<file path="src/rtl/button_conditioner_if.sv">
// Button bundle between the raw pushbutton pins and the conditioned game-side signals.
interface button_conditioner_if;
  logic btn_start_raw;
  logic btn_play_raw;
  logic start;
  logic play;
  logic start_level;
  logic play_level;

  // Board/stimulus side: drives raw buttons, consumes conditioned outputs.
  modport master (
    output btn_start_raw,
    output btn_play_raw,
    input  start,
    input  play,
    input  start_level,
    input  play_level
  );

  // Conditioner side.
  modport slave (
    input  btn_start_raw,
    input  btn_play_raw,
    output start,
    output play,
    output start_level,
    output play_level
  );
endinterface

</file>
<file path="src/rtl/button_conditioner.sv">
// Two-channel pushbutton conditioner: 2-flop synchronizer, counting debouncer
// and registered rising-edge press pulse per channel. Channel 0 is start,
// channel 1 is play; start wins when both pulses land on the same edge.
module button_conditioner #(
  parameter int DEBOUNCE_CYCLES = 1000000,
  parameter int CNT_W           = 20
) (
  input logic           clk,
  input logic           reset,
  button_conditioner_if.slave bus
);

  localparam logic [CNT_W-1:0] CNT_MAX = CNT_W'(DEBOUNCE_CYCLES - 1);

  logic [1:0]       raw;
  logic [1:0]       s1_q, s2_q;
  logic [1:0]       db_q, db_d;
  logic [CNT_W-1:0] cnt_q [2];
  logic [CNT_W-1:0] cnt_d [2];
  logic [1:0]       rise;
  logic             start_q, start_d;
  logic             play_q, play_d;

  assign raw = {bus.btn_play_raw, bus.btn_start_raw};

  // Debounce next-state: count while the synchronized input disagrees with
  // the level, flip at the threshold, any agreement restarts from zero.
  always_comb begin
    for (int ch = 0; ch < 2; ch++) begin
      db_d[ch]  = db_q[ch];
      cnt_d[ch] = '0;
      if (s2_q[ch] != db_q[ch]) begin
        if (cnt_q[ch] == CNT_MAX) begin
          db_d[ch] = s2_q[ch];
        end else begin
          cnt_d[ch] = cnt_q[ch] + CNT_W'(1);
        end
      end
    end
    rise    = db_d & ~db_q;
    start_d = rise[0];
    play_d  = rise[1] & ~rise[0];
  end

  // State registers: synchronizer, debounced levels, counters and pulses.
  always_ff @(posedge clk) begin
    if (reset) begin
      s1_q     <= '0;
      s2_q     <= '0;
      db_q     <= '0;
      cnt_q[0] <= '0;
      cnt_q[1] <= '0;
      start_q  <= 1'b0;
      play_q   <= 1'b0;
    end else begin
      s1_q     <= raw;
      s2_q     <= s1_q;
      db_q     <= db_d;
      cnt_q[0] <= cnt_d[0];
      cnt_q[1] <= cnt_d[1];
      start_q  <= start_d;
      play_q   <= play_d;
    end
  end

  assign bus.start       = start_q;
  assign bus.play        = play_q;
  assign bus.start_level = db_q[0];
  assign bus.play_level  = db_q[1];

endmodule

</file>
<file path="src/flat_wrapper.sv">
// flat-port wrapper written by rule: the top's interface ports become plain ports
module button_conditioner_flat 
#(
  parameter int DEBOUNCE_CYCLES = 1000000,
  parameter int CNT_W           = 20
)
  (clk, reset, bus_btn_start_raw, bus_btn_play_raw, bus_start, bus_play, bus_start_level, bus_play_level);
  button_conditioner_if bus_i ();
  input logic clk;
  input logic reset;
  input wire logic [$bits(bus_i.btn_start_raw)-1:0] bus_btn_start_raw;
  input wire logic [$bits(bus_i.btn_play_raw)-1:0] bus_btn_play_raw;
  output wire logic [$bits(bus_i.start)-1:0] bus_start;
  output wire logic [$bits(bus_i.play)-1:0] bus_play;
  output wire logic [$bits(bus_i.start_level)-1:0] bus_start_level;
  output wire logic [$bits(bus_i.play_level)-1:0] bus_play_level;
  assign bus_i.btn_start_raw = bus_btn_start_raw;
  assign bus_i.btn_play_raw = bus_btn_play_raw;
  assign bus_start = bus_i.start;
  assign bus_play = bus_i.play;
  assign bus_start_level = bus_i.start_level;
  assign bus_play_level = bus_i.play_level;
  button_conditioner #(.DEBOUNCE_CYCLES(DEBOUNCE_CYCLES), .CNT_W(CNT_W)) u_core (.clk(clk), .reset(reset), .bus(bus_i));
endmodule
</file>
<file path="config.mk">
export PLATFORM = sky130hd
export DESIGN_NAME = button_conditioner_flat
export DESIGN_NICKNAME = d
export VERILOG_FILES = /design/src/rtl/button_conditioner_if.sv /design/src/rtl/button_conditioner.sv /design/src/flat_wrapper.sv
export SDC_FILE = /design/constraint.sdc
export NUM_CORES = 1
export LEC_CHECK = 0
export BUFFER_PORTS_ARGS = -buffer_cell sky130_fd_sc_hd__buf_2
export CAP_MARGIN = 20
export CORE_ASPECT_RATIO = 2
export CORE_UTILIZATION = 60
export CTS_CLUSTER_SIZE = 16
export DETAILED_ROUTE_END_ITERATION = 6
export GPL_ROUTABILITY_DRIVEN = 0
export PLACE_DENSITY_LB_ADDON = 0.3
export SETUP_SLACK_MARGIN = 0.02
export SYNTH_ARGS = -nofsm -noshare
export SYNTH_HDL_FRONTEND = slang
export SYNTH_SLANG_ARGS = --single-unit
</file>
<file path="constraint.sdc">
create_clock -name clk -period 2 [get_ports clk]
set_input_delay 0.3 -clock clk [delete_from_list [all_inputs] [get_ports clk]]
set_output_delay 0.3 -clock clk [all_outputs]
set_load 0.01 [all_outputs]
</file>
; ---- Yosys cells after proc, flatten, opt, wreduce, memory -nomap -nowiden
; Memories as Yosys holds them, arrays and structs flattened.
; Cells that the tools add are included.
[totals]
reg_bits = 8
ram_bits = 40
inputBits = 4
out_inout_bits = 4
word_cells = 31
n_memories = 1
[op_classes]
addsub = 2
eq_ne = 4
mux = 13
bitwise = 6
[memory_table]
columns = name, words, word_bits, rd, rd_clocked_by_memory_dff, wr, line
row1 = u_core.cnt_q, 2, 20, 2, 0, 2, button_conditioner.sv:18  ; logic [CNT_W-1:0] cnt_q [2];
[ops]
columns = cell, count
row1 = 2-to-1 mux 20 bit, 6
row2 = "adder 20 x 1 -> 20 bit, second input constant", 2
row3 = "== test 20 bit, second input constant", 2
row4 = 2-to-1 mux 1 bit, 7
row5 = AND 2 bit, 1
row6 = != test 1 bit, 2
row7 = inverter 2 bit, 1
row8 = OR 1 bit, 2
row9 = AND 1 bit, 1
row10 = inverter 1 bit, 1

; ---- Longest topological paths before layout
; Gate-level depths: netlist of the first run.
[logic_depth]
ltp_word = 6
depth_mapped = 6

; ---- Least setup slack after synthesis of the first run
; No wires, ideal clock.
[synth_path]
path_type = reg2reg
from = mem u_core.cnt_q[0][10]
to = mem u_core.cnt_q[0][6]
t_arrival_ns = 1.736
t_required_ns = 1.885
path_slack_ns = 0.148
path_stages_with_launch = 6
n_path_buf = 1
synth_period_minus_slack_ns = 1.852
path_cell_list = dfxtp_1 -> or4_4 -> or4_4 -> o21ai_4 -> buf_8 -> nor2_2
[synth_lines]
columns = element, line
row1 = start: declaration, button_conditioner.sv:18

==> metrics, run 1 <==
outcome=complete, no violations; main flop type after synthesis=dfxtp_1; actual slew at the worst max-slew pin=between 300 and 400 ps; critical path data required time=2200 ps; synthesis warning total=0; ratio of total power to cell area=about 700 nW/um^2; worst-case clock buffer depth=2; utilization after layout=between 70% and 80%; Resized Gates After CTS=0; total grt overflow=0; shortest period the worst path allows=approximately 1900 ps; post-synthesis cell count=roughly 240; cell repeated most along the worst path=or4_4; first-pass GRT wire length=between 7 and 8 mm; EDFF count, synth=0; layout cells sized above 1=between 15 and 20%; Synth Area per Inst=about 9 um^2; R2R setup slack=~140 ps; nature of the critical path startpoint=flop; top cell type's share of synthesized area=44.1%; startpoint-to-endpoint class of the critical path=flop to flop; CTS H-Tree Depth=2; worst reg2reg path endpoint=u_core.cnt_q[0][4]; max-slew violation count=0; slew margin rel.=about three quarters; Layout Nets=264; commonest cells in the netlist=dfxtp_1, nor2_1, xnor2_1; origin of the worst setup path=u_core.cnt_q[0][10]; fraction of the yosys area taken by sequential cells=44.1%; final WL=about 4.4 mm; Syn-to-layout area delta=10.9%; slowest cell on the critical path=or4_4; Antenna Violating Nets Remaining=0; number of violations of the max-capacitance limit=0; width of the chip=44.6 um; Final Worst Setup Slack=142 ps; Crit path arrival time=~2000 ps; cell count along the critical path=5; number of rows in the core area=30; endpoint of the worst setup timing path=u_core.cnt_q[0][4]; detailed-routing iteration count for the pre-antenna-repair pass=4; crit-path leading delay family=simple AND/OR/NAND/NOR gates; setup skew after layout=between 10 and 15 ps; effective utilization at floorplan=63.8%; leading cell types by total area after synthesis=dfxtp_1, xnor2_1, nor2_1, xor2_1, nand3_1; Post-Place Worst Slack=179 ps; share of flip-flops with an asynchronous set or reset=0%; clock insertion delay at the later pin of the skew report=a little over 300 ps; largest area contributor in the netlist=dfxtp_1; largest stage delay on the critical path=about 530 ps; crit-path cells=or4_4 > or4_4 > o21ai_4 > buf_12 > nor2_1; setup repair after global routing missed its margin=false; core outline area=approximately 3400 um^2; CTS tree=built; CP endpoint kind=flop; die height=87.2 um; post-synthesis cell area=around 2200 um^2; post-synthesis cell type count=roughly 40; Max Clk Rate=~0.54 GHz; total setup buffers inserted after CTS=0; leakage power=~0.74 nW; setup violators final=0; Vias/cell=between 5 and 6; antenna diode instance count=0; placed wire-length estimate after detailed placement=between 3 and 4 mm; count of pins on the block boundary=8; Min Hold Slack=slightly below 200 ps; maximum ir drop on the vdd rail=about 570 uV; number of failing hold endpoints at the final stage=0; top fanout value on the critical path=14; fraction of the cycle the final worst path needs=92.9%; clock sink count=48; most instantiated library cell after synthesis=dfxtp_1; Worst-path clk slew=about 100 ps; Tot GR Track Use=between 20 and 25%; CTS buffer count=5; maximum number of pins on one net before global-route repair=21; number of global-route vias before repair=between 1500 and 2000; Die Footprint=3890 um^2; buffering stage count on the worst path with inverters included=1; vias after detailed routing=1780; CTS Root Cell=clkbuf_8; initial DRC count=24; sum of internal, switching and leakage power=between 0.0015 and 0.002 W; number of antenna violations at the first check in global routing=0; drt drc=0; synthesized flop and latch total=48; sum of negative setup slack=0 ps; cts-stage hold buffer count=0; Mapped Nets=between 200 and 250; average routed wire per standard cell=14.2 um; quantity of I/O buffers inserted on ports=7; Hold WC Path Type=input port to flop; launch instance of the worst register-to-register path=u_core.cnt_q[0][10]; reg2reg path depth=5
==> flip-flops by register name, indices dropped and copies added, names as in the netlist <==
| register | flops |
|---|---|
| u_core.cnt_q | 40 |
| u_core.s2_q | 2 |
| u_core.s1_q | 2 |
| u_core.bus.play | 1 |
| u_core.bus.start | 1 |
| u_core.db_q | 2 |
==> placed cells by master (no fill, tap or decap), drive strengths merged <==
cell,Yosys,final
dfxtp,48,48
nor2,34,34
xnor2,16,16
nand3,15,15
buf,2,15
a21oi,14,14
nand2,13,13
xor2,10,10
nand4,10,10
nor3,8,8
inv,7,8
o21ai,8,8
or4,8,8
or3,6,6
o31ai,6,6
and3,5,5
nor2b,5,5
clkbuf,4,5
nor4,3,3
or2,3,3
and4,2,2
nor4b,2,2
or2b,2,2
ha,2,2
or3b,2,2
nor3b,1,1
nand4b,1,1
nand4bb,1,1
o41ai,1,1
and2,1,1
nand2b,1,1
o2111a,1,1
bufinv,0,1
clkinvlp,0,1
==> where the power goes <==
part	total (W)	leakage (nW)	switching (W)	internal (W)
Combinational	0.0000246	0.295	0.0000141	0.0000106
Clock	0.000711	0.0548	0.000334	0.000376
Sequential	0.000963	0.387	0.00000356	0.000960
Total	0.00170	0.737	0.000352	0.00135
==> cell families after synthesis <==
| group | Yosys count | synth area share [%] |
|---|---|---|
| flip-flops | 48 | 44.1 |
| AND/OR/NAND/NOR | 123 | 32.5 |
| AO/OA/AOI/OAI | 30 | 8.56 |
| XOR/XNOR | 26 | 10.5 |
| buffers and inverters | 13 | 3.27 |
| adder cells (fa/ha/maj) | 2 | 1.15 |
==> worst min path at each step <==
stage,startpoint,end,cells past startpoint
floorplan,u_core.s1_q[0],u_core.s2_q[0],1
global placement,u_core.s1_q[0],u_core.s2_q[0],1
detailed placement,u_core.s1_q[1],u_core.s2_q[1],1
CTS,bus_btn_start_raw,u_core.s1_q[0],2
global route,bus_btn_start_raw,u_core.s1_q[0],2
finish,bus_btn_start_raw,u_core.s1_q[0],2
==> routing by layer <==
metal	share of wire, %	GRT usage, %	vias up	wire, um
li1	-	-	885	-
met1	36	22.3	854	1580
met2	58	46.9	26	2530
met3	1.7	3.32	15	76
met4	3.7	16.0	0	161
met5	0	0	-	0
==> stage by stage <==
stage	std cells	cell area, um^2
floorplan	242	2180
global placement	299	2300
detailed placement	299	2300
CTS	307	2420
global route	307	2420
finish	307	2420
==> final cells by class <==
| class | count | area, um^2 |
|---|---|---|
| Multi-Input combinational cell | 181 | 1150 |
| Fill cell | 267 | 1000 |
| Sequential cell | 48 | 961 |
| Timing Repair Buffer | 15 | 108 |
| Clock buffer | 5 | 68.8 |
| Tap cell | 48 | 60.1 |
| Clock inverter | 3 | 46.3 |
| Inverter | 7 | 26.3 |
==> worst register-to-register path, delay by kind of cell (launching register included) <==
kind,cells,cell delay [ps]
compound gates,1,170
flops,1,370
buf+inv,1,170
simple gates,3,1040
(Power assumes the default switching activity.)
==> inputs of run 2 (changes only) <==
--- a/config.mk
+++ b/config.mk
@@ -8,7 +8,7 @@
 export BUFFER_PORTS_ARGS = -buffer_cell sky130_fd_sc_hd__buf_2
 export CAP_MARGIN = 20
 export CORE_ASPECT_RATIO = 2
-export CORE_UTILIZATION = 60
+export CORE_UTILIZATION = 65
 export CTS_CLUSTER_SIZE = 16
 export DETAILED_ROUTE_END_ITERATION = 6
 export GPL_ROUTABILITY_DRIVEN = 0
==> constraint.sdc (replaced) <==
create_clock -name clk -period 2.2 [get_ports clk]
set_input_delay 0.33 -clock clk [delete_from_list [all_inputs] [get_ports clk]]
set_output_delay 0.33 -clock clk [all_outputs]
set_load 0.01 [all_outputs]
==> run 2 against run 1 <==
Net effect:
- clock skew shrank 9.3 ps
- global-route usage up 1.3 points
- wire length grew 0.23%
- via count down 1.2%
- first-iteration DRC count up 33%
- fmax down 4.7%
- cell area shrank 3.2%
- count of clock-buffer cells in the layout up 1
- setup slack better by 110 ps
- worst hold slack better by 41 ps
- critical endpoint is now u_core.cnt_q[0][15]
==> metrics, run 2 (synthesis gave the netlist of run 1 again) <==
clock insertion delay at the later pin of the skew report=~300 ps; CTS Root Cell=clkbuf_8; average routed wire per standard cell=roughly 15 um; effective utilization at floorplan=a little under 70%; launch instance of the worst register-to-register path=u_core.cnt_q[0][10]; final WL=4.36 mm; width of the chip=42.9 um; quantity of I/O buffers inserted on ports=7; Layout Nets=between 200 and 300; Syn-to-layout area delta=7.35%; number of antenna violations at the first check in global routing=0; Die Footprint=~3600 um^2; beginning of the worst hold path=bus_btn_start_raw; max-slew violation count=0; largest stage delay on the critical path=between 500 and 600 ps; actual slew at the worst max-slew pin=449 ps; slowest cell on the critical path=or4_4; Worst-path clk slew=~90 ps; CTS H-Tree Depth=2; total setup buffers inserted after CTS=0; crit-path cells=or4_4 > or4_4 > o21ai_4 > buf_12 > a21oi_1; critical path data required time=~2400 ps; antenna diode instance count=0; number of global-route vias before repair=around 1800; CTS buffer count=5; setup repair after global routing missed its margin=false; sum of internal, switching and leakage power=roughly 0.0014 W; Vias/cell=roughly 6; leakage power=0.711 nW; number of violations of the max-capacitance limit=0; Crit path arrival time=around 2100 ps; CTS tree=built; outcome=complete, no violations; nature of the critical path startpoint=flop; most frequent standard cell in the layout excluding fill and tap cells=dfxtp_1; setup violators final=0; Largest register FFs=40; fraction of the cycle the final worst path needs=about nine tenths; shortest period the worst path allows=1950 ps; count of pins on the block boundary=8; number of failing hold endpoints at the final stage=0; setup skew after layout=4.34 ps; commonest cells after routing, fill and taps aside=dfxtp_1, nor2_1, xnor2_1; die height=83.9 um; layout cells sized above 1=roughly 15%; Antenna Violating Nets Remaining=0; Max Clk Rate=slightly above 0.5 GHz; number of rows in the core area=29; total grt overflow=0; core outline area=3190 um^2; top fanout value on the critical path=14; CP endpoint kind=flop; clock sink count=48; cts-stage hold buffer count=0; maximum ir drop on the vdd rail=656 uV; slew margin rel.=69.6%; drt drc=0; Resized Gates After CTS=0; Hold WC Path Type=input port to flop; worst-case clock buffer depth=2; origin of the worst setup path=u_core.cnt_q[0][10]; cell repeated most along the worst path=or4_4; startpoint-to-endpoint class of the critical path=flop to flop; maximum number of pins on one net before global-route repair=21; Tot GR Track Use=around a quarter; sum of negative setup slack=0 ps; detailed-routing iteration count for the pre-antenna-repair pass=4; ratio of total power to cell area=around 620 nW/um^2; first-pass GRT wire length=around 7.2 mm; register containing the most flip-flops in the final layout=u_core.cnt_q; vias after detailed routing=between 1500 and 2000; placed wire-length estimate after detailed placement=approximately 3.1 mm; initial DRC count=32
-- run 2: cell count changes in the layout (fill, tap and decap cells not counted) --
cell	previous run	this run
clkinvlp_4	1	0
clkbuf_8	5	6
bufinv_16	1	0
clkinv_2	0	1
buf_4	7	2
-- run 2: through the flow --
step	cells	hold slack [ps]	util [%]	area (um^2)	setup slack (ps)
global route	285	242	73.2	2340	198
global placement	277	418	70.2	2240	294
floorplan	242	414	-	2180	348
CTS	285	233	73.2	2340	250
finish	285	238	73.2	2340	250
detailed placement	277	443	70.2	2240	260
-- run 2: power breakdown --
| group | leakage (nW) | switching, W | total, W | internal [W] |
|---|---|---|---|---|
| logic | 0.272 | 0.0000125 | 0.0000214 | 0.00000896 |
| clock network | 0.0516 | 0.000286 | 0.000543 | 0.000257 |
| registers | 0.387 | 0.00000313 | 0.000875 | 0.000872 |
-- run 2: worst paths after layout --
| kind | slack [ps] | endpoint | depth (start not counted) |
|---|---|---|---|
| setup / recovery | 250 | u_core.cnt_q[0][15] | 5 |
| hold / removal | 240 | u_core.s1_q[0] | 2 |
| setup reg to reg | 250 | u_core.cnt_q[0][15] | 5 |
| hold reg to reg | 450 | u_core.s2_q[0] | 1 |
-- run 2: final cells by class --
cell class | instances | area (um^2)
well taps | 31 | 38.8
flip-flops and latches | 48 | 961
multi-input cells | 181 | 1150
inverters | 7 | 26.3
clock inverters | 2 | 13.8
fillers | 252 | 855
clock buffers | 6 | 82.6
repair buffers | 10 | 70.1
-- run 2: worst max-delay path, delay by kind of cell, from the launching register on --
kind | cells | cell delay [ps]
buffers and inverters | 1 | 190
AO/OA/AOI/OAI | 2 | 300
AND/OR/NAND/NOR | 2 | 990
flip-flops | 1 | 360
-- run 2: layer usage --
layer	vias up	routed length, um	GRT usage [%]
li1	872	-	-
met1	841	1610	24.0
met2	30	2540	49.4
met3	16	75	4.76
met4	0	146	13.5
met5	-	0	0
